--- src/rtl/uart_rx_os8.sv ---
// uart_rx_os8: 8x-oversampled UART receiver fed by the baud generator's bclkx8.
// Validates the start bit, shifts in DATA_BITS data bits LSB first, then checks
// optional parity and the stop bit. Each word goes to the host over a valid/ack
// handshake, with frame, parity and overrun flags.
//
// Handshake: rx_valid rises when a word is loaded into rx_data and stays high
// until the host drives rx_ack. An rx_ack seen while rx_valid=1 clears rx_valid
// and all flags on the next cycle. If a new frame completes in that same cycle,
// the new frame is loaded instead. An rx_ack seen while rx_valid=0 is ignored.
// A frame that completes while rx_valid=1 and rx_ack=0 is dropped, and overrun
// is set.
module uart_rx_os8 #(
    parameter int DATA_BITS  = 8,
    parameter int PARITY_EN  = 0,
    parameter int PARITY_ODD = 0
) (
    input  logic                 sys_clk,
    input  logic                 rst,
    input  logic                 bclkx8,
    input  logic                 rx,
    input  logic                 rx_ack,
    output logic [DATA_BITS-1:0] rx_data,
    output logic                 rx_valid,
    output logic                 frame_err,
    output logic                 parity_err,
    output logic                 overrun,
    output logic                 busy
);

    localparam logic [2:0] LAST_BIT = 3'(DATA_BITS - 1);
    localparam logic       ODD      = (PARITY_ODD != 0);
    localparam logic       HAS_PAR  = (PARITY_EN != 0);

    typedef enum logic [2:0] {
        S_IDLE   = 3'd0,
        S_START  = 3'd1,
        S_DATA   = 3'd2,
        S_PARITY = 3'd3,
        S_STOP   = 3'd4,
        S_BREAK  = 3'd5
    } state_t;

    state_t                 state;
    state_t                 state_next;
    logic                   bclkx8_q;
    logic                   tick;
    logic                   rx_m;
    logic                   rx_s;
    logic [2:0]             tick_cnt;
    logic [2:0]             bit_cnt;
    logic [DATA_BITS-1:0]   shreg;
    logic                   pe_q;
    logic                   stop_q;
    logic                   done_q;
    logic                   sample_data;
    logic                   sample_par;
    logic                   sample_stop;

    // Each bclkx8 rising edge produces a single-cycle tick.
    assign tick = bclkx8 & ~bclkx8_q;
    assign busy = (state != S_IDLE);

    // Register bclkx8 for edge detection, and pass rx through a two-flop synchroniser (idle level 1).
    always_ff @(posedge sys_clk) begin
        if (!rst) begin
            bclkx8_q <= 1'b0;
            rx_m     <= 1'b1;
            rx_s     <= 1'b1;
        end else begin
            bclkx8_q <= bclkx8;
            rx_m     <= rx;
            rx_s     <= rx_m;
        end
    end

    // FSM state register.
    always_ff @(posedge sys_clk) begin
        if (!rst) state <= S_IDLE;
        else      state <= state_next;
    end

    // Next-state logic and sample strobes. The start bit is checked on its
    // 4th tick (mid-bit). After that, every 8th tick lands mid-bit again.
    always_comb begin
        state_next  = state;
        sample_data = 1'b0;
        sample_par  = 1'b0;
        sample_stop = 1'b0;
        case (state)
            S_IDLE: begin
                if (!rx_s) state_next = S_START;
            end
            S_START: begin
                if (tick && tick_cnt == 3'd3) state_next = rx_s ? S_IDLE : S_DATA;
            end
            S_DATA: begin
                if (tick && tick_cnt == 3'd7) begin
                    sample_data = 1'b1;
                    if (bit_cnt == LAST_BIT) state_next = HAS_PAR ? S_PARITY : S_STOP;
                end
            end
            S_PARITY: begin
                if (tick && tick_cnt == 3'd7) begin
                    sample_par = 1'b1;
                    state_next = S_STOP;
                end
            end
            S_STOP: begin
                if (tick && tick_cnt == 3'd7) begin
                    sample_stop = 1'b1;
                    state_next  = rx_s ? S_IDLE : S_BREAK;
                end
            end
            S_BREAK: begin
                if (rx_s) state_next = S_IDLE;
            end
            default: state_next = S_IDLE;
        endcase
    end

    // Tick and bit counters. Both restart from zero on every state change.
    always_ff @(posedge sys_clk) begin
        if (!rst) begin
            tick_cnt <= 3'd0;
            bit_cnt  <= 3'd0;
        end else if (state_next != state) begin
            tick_cnt <= 3'd0;
            bit_cnt  <= 3'd0;
        end else begin
            if (tick && state != S_IDLE && state != S_BREAK) tick_cnt <= tick_cnt + 3'd1;
            if (sample_data) bit_cnt <= bit_cnt + 3'd1;
        end
    end

    // Frame datapath. Bits enter at the MSB so the final word is right-aligned.
    // The parity result is held until the frame completes.
    always_ff @(posedge sys_clk) begin
        if (!rst) begin
            shreg  <= '0;
            pe_q   <= 1'b0;
            stop_q <= 1'b0;
            done_q <= 1'b0;
        end else begin
            done_q <= sample_stop;
            if (state == S_IDLE && state_next == S_START) pe_q <= 1'b0;
            if (sample_data) shreg <= {rx_s, shreg[DATA_BITS-1:1]};
            if (sample_par)  pe_q  <= (((^shreg) ^ rx_s) != ODD);
            if (sample_stop) stop_q <= rx_s;
        end
    end

    // Host-side registers: load on completion (or flag overrun), clear on ack.
    always_ff @(posedge sys_clk) begin
        if (!rst) begin
            rx_data    <= '0;
            rx_valid   <= 1'b0;
            frame_err  <= 1'b0;
            parity_err <= 1'b0;
            overrun    <= 1'b0;
        end else if (done_q) begin
            if (!rx_valid || rx_ack) begin
                rx_data    <= shreg;
                frame_err  <= ~stop_q;
                parity_err <= pe_q;
                rx_valid   <= 1'b1;
            end else begin
                overrun <= 1'b1;
            end
        end else if (rx_ack && rx_valid) begin
            rx_valid   <= 1'b0;
            frame_err  <= 1'b0;
            parity_err <= 1'b0;
            overrun    <= 1'b0;
        end
    end

endmodule

--- config.mk ---
export PLATFORM = sky130hd
export DESIGN_NAME = uart_rx_os8
export DESIGN_NICKNAME = d
export VERILOG_FILES = /design/src/rtl/uart_rx_os8.sv
export SDC_FILE = /design/constraint.sdc
export NUM_CORES = 1
export LEC_CHECK = 0
export BUFFER_PORTS_ARGS = -buffer_cell sky130_fd_sc_hd__buf_4
export CELL_PAD_IN_SITES_DETAIL_PLACEMENT = 1
export CELL_PAD_IN_SITES_GLOBAL_PLACEMENT = 1
export CORE_UTILIZATION = 39
export DETAILED_ROUTE_END_ITERATION = 16
export GPL_ROUTABILITY_DRIVEN = 0
export HOLD_SLACK_MARGIN = 0.1
export PLACE_DENSITY_LB_ADDON = 0.1
export SLEW_MARGIN = 20
export SYNTH_ARGS = -nofsm -noshare
export SYNTH_HDL_FRONTEND = slang
export SYNTH_SLANG_ARGS = --single-unit
--- constraint.sdc ---
create_clock -name sys_clk -period 1.5 [get_ports sys_clk]
set_input_delay 0.075 -clock sys_clk [delete_from_list [all_inputs] [get_ports sys_clk]]
set_output_delay 0.075 -clock sys_clk [all_outputs]
set_load 0.02 [all_outputs]
==> out/results.ini <==
[sta]
final_critical_path_share_of_the_clock_period_pct = 111
fin_tns_setup_ns = -1.51
timing_worst_slew_pin_value_ns = 0.444
period_needed_ns = 1.67
report.final.hold_viol_count = 0
timing.max_slew.rel_slack_pct = 70.3
setup_ws_ns = -0.167
rsz0062_at_grt = true
timing.fmax_mhz = 600
drv_slew = 0
finalClockSkew_ns = 0.00234
finalHoldWorstSlack_ns = 0.425
report.final.setup_viol = 19

[drt]
met2WireLength_um = 2610
detail-route-antenna-nets = 0
remaining_drc_errors = 0
detail_route.wirelength_um = 4790
viasPerCell = 5.45
drt_first_iter_violations = 80
first_pass_iters = 4
met3_wl_um = 160
routed_wire_length_per_instance_um = 18.4
maxUsedRoutingLayer = met4
met1_length_um = 1860
vias = 1417

[cts]
clock_sinks = 35
cts_buffers = 5
clock_latency_reported_for_the_late_side_of_the_worst_skew_pair_ns = 0.29
ctsRootBufferMaster = sky130_fd_sc_hd__clkbuf_8
ctsLongestPathBuffers = 2
worst_setup_hold_path_clk_slew_ns = 0.07
cts_tree = yes
h_tree_levels = 2

[floorplanning]
dieWidth_um = 65.6
num_rows = 22
fp.coreArea_sq_um = 3770
initial_core_util_pct = 41.9
ioPinCount = 18
die_area_sq_um = 4310
die_h_um = 65.6

[global_routing]
grt_pass1_wl_um = 7470
grt.overflow.total = 0
grt_pass1_vias = 1529
number_of_antenna_violations_at_the_first_check_in_global_routing = 0
grt_start_max_net_pins = 25
global_route.usage.total_pct = 23.8

[flow_run]
drv_cap = 0

[critical_path]
worstSetupEndpoint = shreg[4]$_SDFFE_PN0P_
critical_path.startpoint = tick_cnt[1]$_SDFFE_PP0P_
start_kind = flop
worstPathRequired_ns = 1.68
cp.arrival_ns = 1.84
path_max_fanout = 5
reg2reg_depth = 6
reg2reg_setup_slack_ns = -0.17
critical_path.reg2reg.endpoint = shreg[4]$_SDFFE_PN0P_
category_of_the_worst_setup_path_capture_point = flop
worst-setup-path-type = reg -> reg
worst_r2r_startpoint = tick_cnt[1]$_SDFFE_PP0P_

[cells_and_area]
final_core_util_pct = 58.9
antenna-diode-count = 0
final.fill_count = 410
flow.area_growth_from_synthesis_pct = 40.6
num-nets-final = 221
stdcell_area_sq_um = 2220
post_route_cells_drive_above_1_share_pct = 34.9
final_cell_count_no_fill = 260

[synth]
synth-seq-cells = 35
synth_cell_type_count = 39
number_of_enable_type_register_cells_in_the_synthesized_netlist = 0
synth_warnings = 0
ys.flop_type = sky130_fd_sc_hd__dfxtp_1
synth_seq_area_share_pct = 44.4
synthesis.nets = 178
syn_area_sq_um = 1580
synthesis.instances = 168
synth_area_per_cell_sq_um = 9.40
ys_async_sr_fraction_pct = 0

[power]
power_density_nw_per_um2 = 780
power.total_mw = 1.73
leakage_nw = 0.826
peakVddDrop_v = 0.000496

[placement]
place_area_sq_um = 1890
place_worst_setup_slack_ns = -0.180
io_buffers = 17
dpl.hpwl_um = 2910
dp.cells = 242

[status]
outcome = finished with violations
failed_checks = negative setup slack

[worst_hold_path]
hold_path_class = reg -> reg

## sequential cells by signal, indices dropped and copies added, names as in the netlist, 3 cells and up
| signal | flops |
|---|---|
| shreg | 8 |
| bit_cnt | 3 |
| rx_data | 8 |
| state | 3 |
| tick_cnt | 3 |
## layer usage
layer	vias to the layer above	global-route usage [%]
li1	679	-
met1	693	25.5
met2	29	42.2
met3	16	6.77
met4	0	12.0
met5	-	0
## critical path, stage by stage (launching register included)
cell	delay, ns
sky130_fd_sc_hd__dfxtp_2	0.36
sky130_fd_sc_hd__ha_4	0.15
sky130_fd_sc_hd__ha_4	0.13
sky130_fd_sc_hd__and3b_2	0.29
sky130_fd_sc_hd__and3_4	0.28
sky130_fd_sc_hd__mux2i_1	0.26
sky130_fd_sc_hd__nor2_1	0.08
## layout make-up
class | instances | area, sq um | share of cell area, %
Timing Repair Buffer | 43 | 349 | 15.7
Clock buffer | 6 | 72.6 | 3.27
Clock inverter | 2 | 12.5 | 0.564
Multi-Input combinational cell | 122 | 1000 | 45.2
Tap cell | 48 | 60.1 | 2.71
Sequential cell | 35 | 707 | 31.8
Inverter | 4 | 15.0 | 0.676
## cell usage after synthesis, drive strengths merged (2+ instances only)
| library cell | number | area (sq um) |
|---|---|---|
| nand2b | 3 | 18.8 |
| mux2i | 12 | 120 |
| nand3 | 12 | 60.1 |
| nor2b | 3 | 26.3 |
| xnor2 | 7 | 61.3 |
| a21oi | 10 | 50.1 |
| o21ai | 8 | 40.0 |
| a31oi | 3 | 18.8 |
| nor3 | 7 | 35.0 |
| nand2 | 15 | 56.3 |
| ha | 5 | 62.6 |
| xor2 | 2 | 17.5 |
| clkbuf | 4 | 15.0 |
| nor2 | 15 | 56.3 |
| dfxtp | 35 | 701 |
| a32oi | 2 | 25.0 |
| nand4 | 2 | 12.5 |
| inv | 4 | 15.0 |
| buf | 5 | 42.5 |
## cells in the final DEF, fill, tap and decap left out, types with 2 or more instances in the layout
cell	count
sky130_fd_sc_hd__mux2i_1	11
sky130_fd_sc_hd__nand4_1	2
sky130_fd_sc_hd__ha_4	2
sky130_fd_sc_hd__nand3_1	10
sky130_fd_sc_hd__buf_6	3
sky130_fd_sc_hd__and3_4	2
sky130_fd_sc_hd__o21ai_1	5
sky130_fd_sc_hd__dlygate4sd3_1	6
sky130_fd_sc_hd__inv_1	3
sky130_fd_sc_hd__xor2_1	2
sky130_fd_sc_hd__dfxtp_2	2
sky130_fd_sc_hd__nand2b_1	3
sky130_fd_sc_hd__ha_1	2
sky130_fd_sc_hd__o21ai_4	2
sky130_fd_sc_hd__dfxtp_1	32
sky130_fd_sc_hd__a21oi_1	10
sky130_fd_sc_hd__clkbuf_8	5
sky130_fd_sc_hd__nor3_4	3
sky130_fd_sc_hd__buf_4	34
sky130_fd_sc_hd__nor3_2	2
sky130_fd_sc_hd__nor3_1	2
sky130_fd_sc_hd__nand2_1	15
sky130_fd_sc_hd__nor2b_1	2
sky130_fd_sc_hd__xnor2_1	6
sky130_fd_sc_hd__nor2_1	15
sky130_fd_sc_hd__and3b_2	2
## cell families (layout without fill, tap and decap cells)
logic type	count (synthesis)	after routing	share of synthesized area, %
and+or+nand+nor	64	66	20.8
buffers and inverters	13	55	4.60
adders and majority gates	5	5	3.96
DFF	35	35	44.4
AOI/OAI and AO/OA	28	28	11.5
xor gates and xnor gates	10	10	6.42
muxes	13	13	8.32
## power by group
part,internal (mW),switching (mW),leakage [nW],total [mW]
registers,0.934,0.0108,0.285,0.944
clock network,0.324,0.355,0.0412,0.680
logic,0.0480,0.0596,0.501,0.108
total,1.31,0.426,0.826,1.73
## worst min path at each step
stage / from / endpoint / slack (ns) / depth (start not counted)
after global placement: rx / rx_m$_SDFF_PN1_ / 0.26 / 2
after global routing: rx_m$_SDFF_PN1_ / rx_s$_SDFF_PN1_ / 0.46 / 1
after detailed placement: rx / rx_m$_SDFF_PN1_ / 0.28 / 2
after floorplan: rst / rx_m$_SDFF_PN1_ / 0.15 / 1
final: rx_m$_SDFF_PN1_ / rx_s$_SDFF_PN1_ / 0.42 / 1
after CTS: rx_m$_SDFF_PN1_ / rx_s$_SDFF_PN1_ / 0.43 / 1
## what timing repair did
| item | in CTS | in global routing |
|---|---|---|
| endpoints found under the setup margin | 18 | 20 |
| gates cloned | 2 | 0 |
| gates resized for setup | 20 | 10 |
| hold buffers | 6 | 0 |
| pin swaps | 17 | 5 |
| endpoints found under the hold margin | 6 | 0 |
| setup buffers | 1 | 1 |
(Power assumes the default switching activity.)
